**config.mk**
```make
export PLATFORM = sky130hd
export DESIGN_NAME = hssi_mb_responder
export DESIGN_NICKNAME = d
export VERILOG_FILES = /design/src/rtl/hssi_mb_responder.sv
export SDC_FILE = /design/constraint.sdc
export NUM_CORES = 1
export LEC_CHECK = 0
export ABC_AREA = 1
export CAP_MARGIN = 20
export CORE_UTILIZATION = 45
export CTS_BUF_LIST = sky130_fd_sc_hd__clkbuf_4 sky130_fd_sc_hd__clkbuf_8
export CTS_CLUSTER_DIAMETER = 200
export DETAILED_ROUTE_END_ITERATION = 6
export GPL_ROUTABILITY_DRIVEN = 1
export PLACE_DENSITY = 0.81
export SLEW_MARGIN = 20
export SYNTH_ARGS = -nofsm -noshare
export SYNTH_HDL_FRONTEND = slang
export SYNTH_SLANG_ARGS = --single-unit
```
**constraint.sdc**
```tcl
create_clock -name clk -period 1.7 [get_ports clk]
set_input_delay 0.255 -clock clk [delete_from_list [all_inputs] [get_ports clk]]
set_output_delay 0.255 -clock clk [all_outputs]
set_load 0.005 [all_outputs]
```
**src/rtl/hssi_mb_responder.sv**
```systemverilog
// hssi_mb_responder: CSR mailbox that turns CMD writes into single
// read/write requests on the traffic-controller register port.
// Optional feature macro: HSSI_MB_TIMEOUT_EN (read-response timeout).
module hssi_mb_responder #(
  parameter int ADDR_W         = 16,
  parameter int TIMEOUT_CYCLES = 1024
) (
  input  logic              clk,
  input  logic              rst,
  input  logic              csr_wr,
  input  logic              csr_rd,
  input  logic [3:0]        csr_addr,
  input  logic [31:0]       csr_wdata,
  output logic [31:0]       csr_rdata,
  output logic              csr_rdata_vld,
  output logic [ADDR_W-1:0] tc_addr,
  output logic              tc_wr,
  output logic              tc_rd,
  output logic [31:0]       tc_wdata,
  input  logic              tc_waitrequest,
  input  logic [31:0]       tc_rdata,
  input  logic              tc_rdata_vld
);

  typedef enum logic [1:0] {IDLE, ISSUE, WAIT_RD, DONE} state_t;

  localparam logic [3:0]  OFS_CMD     = 4'h0;
  localparam logic [3:0]  OFS_ADDRESS = 4'h4;
  localparam logic [3:0]  OFS_RDDATA  = 4'h8;
  localparam logic [3:0]  OFS_WRDATA  = 4'hC;
  localparam logic [31:0] TIMEOUT_PATTERN = 32'hDEAD_BEEF;

  if (ADDR_W < 1 || ADDR_W > 32 || TIMEOUT_CYCLES < 2) begin : g_bad_cfg
    $error("hssi_mb_responder: unsupported ADDR_W/TIMEOUT_CYCLES");
  end

  state_t      state, state_next;
  logic [31:0] addr_reg, wdata_reg, rddata_reg;
  logic        ack, err, op_rd;
  logic        busy;
  logic        cmd_wr, cmd_rd_go, cmd_wr_go, cmd_bad;
  logic        accept, rd_capture, timeout;
  logic [31:0] cmd_view;

  // Command decode: CMD is only accepted while idle.
  assign cmd_wr     = csr_wr && (csr_addr == OFS_CMD) && (state == IDLE);
  assign cmd_rd_go  = cmd_wr && (csr_wdata[1:0] == 2'b01);
  assign cmd_wr_go  = cmd_wr && (csr_wdata[1:0] == 2'b10);
  assign cmd_bad    = cmd_wr && (csr_wdata[1:0] == 2'b11);
  assign accept     = (state == ISSUE) && !tc_waitrequest;
  assign rd_capture = (state == WAIT_RD) && tc_rdata_vld;

`ifdef HSSI_MB_TIMEOUT_EN
  localparam int CNT_W = $clog2(TIMEOUT_CYCLES + 1);
  logic [CNT_W-1:0] to_cnt;
  logic             counting;

  assign counting = ((state == ISSUE) && op_rd) || (state == WAIT_RD);
  assign timeout  = counting && !rd_capture &&
                    (to_cnt == CNT_W'(TIMEOUT_CYCLES - 1));

  // Read timeout counter: runs only while a read is outstanding.
  always_ff @(posedge clk) begin
    if (rst || !counting) to_cnt <= '0;
    else                  to_cnt <= to_cnt + 1'b1;
  end
`else
  assign timeout = 1'b0;
`endif

  // State register.
  always_ff @(posedge clk) begin
    if (rst) state <= IDLE;
    else     state <= state_next;
  end

  // Next-state logic.
  always_comb begin
    state_next = state;
    unique case (state)
      IDLE:    if (cmd_rd_go || cmd_wr_go) state_next = ISSUE;
      ISSUE: begin
        if (timeout)     state_next = DONE;
        else if (accept) state_next = op_rd ? WAIT_RD : DONE;
      end
      WAIT_RD: if (rd_capture || timeout) state_next = DONE;
      DONE:    state_next = IDLE;
      default: state_next = IDLE;
    endcase
  end

  // Outputs decoded from state; request fields come from frozen registers.
  always_comb begin
    busy     = (state == ISSUE) || (state == WAIT_RD);
    tc_wr    = (state == ISSUE) && !op_rd;
    tc_rd    = (state == ISSUE) && op_rd;
    tc_addr  = addr_reg[ADDR_W-1:0];
    tc_wdata = wdata_reg;
    cmd_view = {27'b0, err, busy, ack, tc_wr, tc_rd};
  end

  // ADDRESS/WRDATA registers: writable whenever no request is in flight.
  always_ff @(posedge clk) begin
    if (rst) begin
      addr_reg  <= '0;
      wdata_reg <= '0;
    end else if (csr_wr && !busy) begin
      if (csr_addr == OFS_ADDRESS) addr_reg  <= csr_wdata;
      if (csr_addr == OFS_WRDATA)  wdata_reg <= csr_wdata;
    end
  end

  // Command status: op type, ACK and ERR. Command 11 completes at once with error.
  always_ff @(posedge clk) begin
    if (rst) begin
      op_rd <= 1'b0;
      ack   <= 1'b0;
      err   <= 1'b0;
    end else if (cmd_wr) begin
      op_rd <= cmd_rd_go;
      ack   <= cmd_bad;
      err   <= cmd_bad;
    end else if (busy && state_next == DONE) begin
      ack <= 1'b1;
      if (timeout) err <= 1'b1;
    end
  end

  // RDDATA capture: response data, or the timeout pattern.
  always_ff @(posedge clk) begin
    if (rst)             rddata_reg <= '0;
    else if (rd_capture) rddata_reg <= tc_rdata;
    else if (timeout)    rddata_reg <= TIMEOUT_PATTERN;
  end

  // CSR read port: one-cycle latency, returns pre-write register values.
  always_ff @(posedge clk) begin
    if (rst) begin
      csr_rdata     <= '0;
      csr_rdata_vld <= 1'b0;
    end else begin
      csr_rdata_vld <= csr_rd;
      if (csr_rd) begin
        unique case (csr_addr)
          OFS_CMD:     csr_rdata <= cmd_view;
          OFS_ADDRESS: csr_rdata <= addr_reg;
          OFS_RDDATA:  csr_rdata <= rddata_reg;
          OFS_WRDATA:  csr_rdata <= wdata_reg;
          default:     csr_rdata <= '0;
        endcase
      end
    end
  end

endmodule

```
# Word-level counts from Yosys, hierarchy flattened
# Index checks and enable logic that the tools add are counted.
# word_totals
regBits,134
wordCells,48
# op_classes
n_eq_ne,10
muxes,8
reduce_logical,21
# ops
op,n
$pmux 32 s4,1
$logic_and 1x1->1,11
$eq 2x2->1 const B,5
$eq 4x4->1 const B,2
$pmux 2 s4,1
$mux 2,3
$eq 2x1->1 const B,2
$eq 4x3->1 const B,1
$logic_not 4->1,1
$reduce_and 2->1,2
$logic_not 1->1,3
$mux 1,3
$logic_not 2->1,1
$logic_or 1x1->1,2
$reduce_bool 2->1,1

# Logic depth before layout (Yosys ltp)
# Gate-level depths: netlist of the first run.
# logic_depth
ltp_word,11
mapped_depth,10
depth_no_buf,10

# Worst setup path after synthesis of the first run
# No wires, ideal clock.
# synth_path
path_kind,reg2reg
start,reg state[0]
end,reg wdata_reg[0] (netlist: tc_wdata[0])
t_arrival_ps,1534
required_ps,1630
slack_ps,96
path_stages_with_launch,7
path_buffers,1
period_less_slack_ps,1604
path_cell_list,dfxtp_1 -> inv_1 -> ha_1 -> nor2_4 -> clkbuf_1 -> nand3_1 -> a21oi_1
# synth_between
elab_chain_cells,5
# synth_rtl
element,line_no,source
start: declaration,37,"state_t state, state_next;"
start signal: assignment,74,else state <= state_next;
$eq 2x1->1 or $eq 2x2->1 (tied branches),94,busy = (state == ISSUE) || (state == WAIT_RD);
$logic_or 1x1->1 (*),94,
$logic_not 1->1 (*),107,end else if (csr_wr && !busy) begin
$logic_and 1x1->1 (*),107,
$reduce_and 2->1 (no line) (*),n/a,
end signal: assignment,109,if (csr_addr == OFS_WRDATA) wdata_reg <= csr_wdata;
end: declaration,38,"logic [31:0] addr_reg, wdata_reg, rddata_reg;"
# Mark *: on every way between the ends. The rest lies on a longest branch, timed or not.
# A chain may end at the register's enable or synchronous reset.

# Worst setup path in the final report of the first run
# layout_path
start,reg csr_rdata[3]
end,out csr_rdata[3]
# layout_lines
element,line_no,source
start: declaration,14,"output logic [31:0] csr_rdata,"
start signal: assignment,145,OFS_CMD: csr_rdata <= cmd_view;
start signal: assignment,146,OFS_ADDRESS: csr_rdata <= addr_reg;
start signal: assignment,147,OFS_RDDATA: csr_rdata <= rddata_reg;
# No word-level cell between the ends.

==> tab_implementation.tex, run 1 <==
\begin{tabular}{lr}
\hline
Metric & Value \\
\hline
\multicolumn{2}{l}{\textbf{Placed design}} \\
Final weighted congestion of routability-driven global placement & 0.841 \\
DPL Wire Length & 10.5 mm \\
Port Buffers & 156 \\
Placed cell count & 1027 \\
Post-placement cell area & 7410 sq um \\
\multicolumn{2}{l}{\textbf{GRT}} \\
Antenna violations before repair & 0 \\
Global-route wire length before repair & 24.2 mm \\
Vias in the first global route & 5045 \\
Largest net degree at the start of global routing & 52 \\
Combined global-route utilization of all metal layers & 0.239 \\
Aggregate global routing overflow & 0 \\
\multicolumn{2}{l}{\textbf{Synthesis}} \\
Net count after synthesis & 817 \\
Share of Yosys cell area claimed by the top area cell type & 0.477 \\
Seq/Total Area, Yosys & 0.477 \\
Gate Count Post-Synth & 738 \\
Count of unique library cells instantiated by Yosys & 27 \\
Total of flip-flops plus latches after synthesis & 134 \\
Most area-consuming cells after synthesis & dfxtp\_1 (48\%), a21oi\_1 (11\%), o21ai\_0 (9.0\%) \\
Cell accounting for the most synthesized area & dfxtp\_1 \\
Count of flip-flops with a built-in enable after synthesis & 0 \\
Mean cell area of the mapped netlist & 7.63 sq um \\
Cell area after synthesis & 5630 sq um \\
Main synth FF type & dfxtp\_1 \\
Async set-or-reset flop fraction in the synthesized netlist & 0 \\
Total number of yosys warnings & 0 \\
\multicolumn{2}{l}{\textbf{Critical path}} \\
Slowest CP cell & clkdlybuf4s50\_1 \\
CP Data Arrival Time & 1.39 ns \\
Worst EP required & 1.44 ns \\
CP Class & reg -> out \\
Crit Reg-Reg Startpoint & state[0] \\
Biggest fanout along the worst timing path & 2 \\
Crit-path leading delay family & buffers and inverters \\
Nature of the critical path startpoint & register \\
Series of cell instances along the critical path & clkdlybuf4s50\_1 \\
Category of the worst setup path capture point & output port \\
Launch point of the worst path & csr\_rdata[3] \\
Number of buffer and inverter stages on the critical path & 1 \\
Max stage delay on crit path & 0.54 ns \\
\multicolumn{2}{l}{\textbf{Status}} \\
Status & finished clean \\
\multicolumn{2}{l}{\textbf{Clocking}} \\
Root Buffer & clkbuf\_8 \\
Clock latency of the later-clocked register in the worst-skew pair & 0.43 ns \\
TritonCTS sink count & 134 \\
Post-CTS clock slew at the launch and capture registers of the worst setup and hold paths & 0.08 ns \\
TritonCTS clock tree & yes \\
Max H-tree Level & 4 \\
Hold bufs inserted after CTS & 0 \\
CTS Buffer Depth & 2 \\
Number of buffers added by the clock tree synthesis step & 17 \\
\multicolumn{2}{l}{\textbf{Run}} \\
Number of maximum-capacitance violations & 0 \\
\multicolumn{2}{l}{\textbf{Routing}} \\
Total wire length after detailed routing & 15.3 mm \\
Via Count & 5427 \\
Number of nets with antenna violations after routing & 0 \\
Number of remaining DRC errors & 0 \\
Number of iterations in the first detailed-routing pass & 5 \\
DR vias/cell & 5.12 \\
Drt initial violations & 387 \\
Mean routed wirelength per cell & 14.4 microns \\
\multicolumn{2}{l}{\textbf{Cells and area}} \\
Layout Cells excl Fill & 1060 \\
Layout Utilization & 0.648 \\
Top library cells by usage in the layout, fill and taps aside & clkdlybuf4s50\_1 (153), dfxtp\_1 (132), a21oi\_1 (127) \\
Area growth from synthesis to final layout & 39.5\% \\
Total non-filler cell area in the finished layout & 7850 sq um \\
Final-stage net count & 959 \\
Most common library cell in the layout ignoring fill and taps & clkdlybuf4s50\_1 \\
Antenna cell count & 0 \\
Share of layout cells above drive strength 1 & 0.0953 \\
\multicolumn{2}{l}{\textbf{Timing}} \\
Final count of negative-setup-slack endpoints & 0 \\
Final worst clock skew & 0.0113 ns \\
Final Max Slew Viols & 0 \\
Min cycle time layout & 1.64 ns \\
Worst rel slew slack & 0.585 \\
Number of hold violations in the final report & 0 \\
Maximum clock rate & 609 MHz \\
Setup repair after global routing missed its margin & yes \\
Transition time of the tightest slew-check pin & 0.623 ns \\
Final Cycle Share & 0.966 \\
\multicolumn{2}{l}{\textbf{Min path}} \\
Start point of the worst min-delay path & rst \\
Path class of the lowest-slack min-delay path & in -> reg \\
\multicolumn{2}{l}{\textbf{Floorplan}} \\
IO Pins & 157 \\
Effective utilization at floorplan & 0.465 \\
Total Die Area & 13000 sq um \\
Y dimension of the die & 114 microns \\
\# rows & 40 \\
Die span in x & 114 microns \\
Total core area & 12100 sq um \\
\multicolumn{2}{l}{\textbf{Power and ir drop}} \\
Worst vdd ir & 0.442 mV \\
Power per unit of standard cell area & 848 nW/um\^{}2 \\
Leakage power of the design & 2.77 nW \\
\hline
\end{tabular}
## through the flow
step                      setup WS, ns  setup TNS [ns]  power, mW  hold WS, ns
after detailed placement       -0.0534           -1.31       4.07        0.443
after CTS                      0.00422               0       6.71        0.234
final                           0.0582               0       6.66        0.257
after floorplan                 0.0958               0       3.64        0.412
after global placement        -0.00994         -0.0466       4.06        0.436
after global routing         -0.000907       -0.000907       6.92        0.247
## synthesized netlist by cell type (all sizes together) (5+ instances only)
master,instances
o22ai,24
clkbuf,29
buf,35
nor2,30
inv,95
nand3,18
nand2,101
nor3,23
o21ai,109
ha,5
dfxtp,134
a21oi,127
## cells by family (layout without fill, tap and decap cells)
kind of cell,after synthesis,count (layout),share of synthesized area
compound gates,262,262,0.239
simple gates,177,177,0.141
buf+inv,160,314,0.132
flops,134,134,0.477
fa+ha+maj,5,5,0.0111
## cell type report
| type | count | area [sq um] |
|---|---|---|
| clock buffer | 23 | 304 |
| sequential | 134 | 2690 |
| inverter | 96 | 365 |
| multi-input combinational | 444 | 2220 |
| clock inverter | 8 | 97.6 |
| fill | 1066 | 4260 |
| tap | 168 | 210 |
| timing repair buffer | 187 | 1960 |
## worst reg2reg max path: cells and delay by family, from the launching register on
| kind | cells | cell delay [ns] |
|---|---|---|
| DFF | 1 | 0.38 |
| adders and majority gates | 1 | 0.34 |
| and+or+nand+nor | 2 | 0.31 |
| buffers and inverters | 2 | 0.24 |
| AOI/OAI and AO/OA | 2 | 0.23 |
## metal layers
layer / vias to the layer above / part of all wire / global-route usage
li1: 2705 / - / -
met3: 20 / 0.071 / 0.0521
met2: 235 / 0.48 / 0.397
met4: 0 / 0.020 / 0.102
met1: 2467 / 0.43 / 0.300
met5: - / 0 / 0
## repair_timing
action / 4_1_cts / 5_1_grt
buffers inserted: 1 / 1
resized for setup: 11 / 14
setup endpoints to repair: 11 / 44
pin swaps: 1 / 2
## path summary, 6_finish.rpt
path | endpoint | slack (ns) | cells past startpoint
worst max-delay path | csr_rdata[3] | 0.06 | 1
worst max register to register | tc_wdata[19] | 0.09 | 7
worst min-delay path | rddata_reg[4] | 0.26 | 4
worst min register to register | rddata_reg[16] | 0.45 | 2
## power breakdown
part	internal [mW]	switching, mW	leakage (nW)
Combinational	0.394	0.396	1.47
Clock	1.48	1.16	0.212
Sequential	3.20	0.0339	1.08
Total	5.07	1.59	2.77
(Power assumes the default switching activity.)
==> run 2, diff against run 1 <==
CORE_MARGIN = 1   (was unset)
==> results of run 2 <==
Final layout, timing and power as in run 1 (identical DEF).
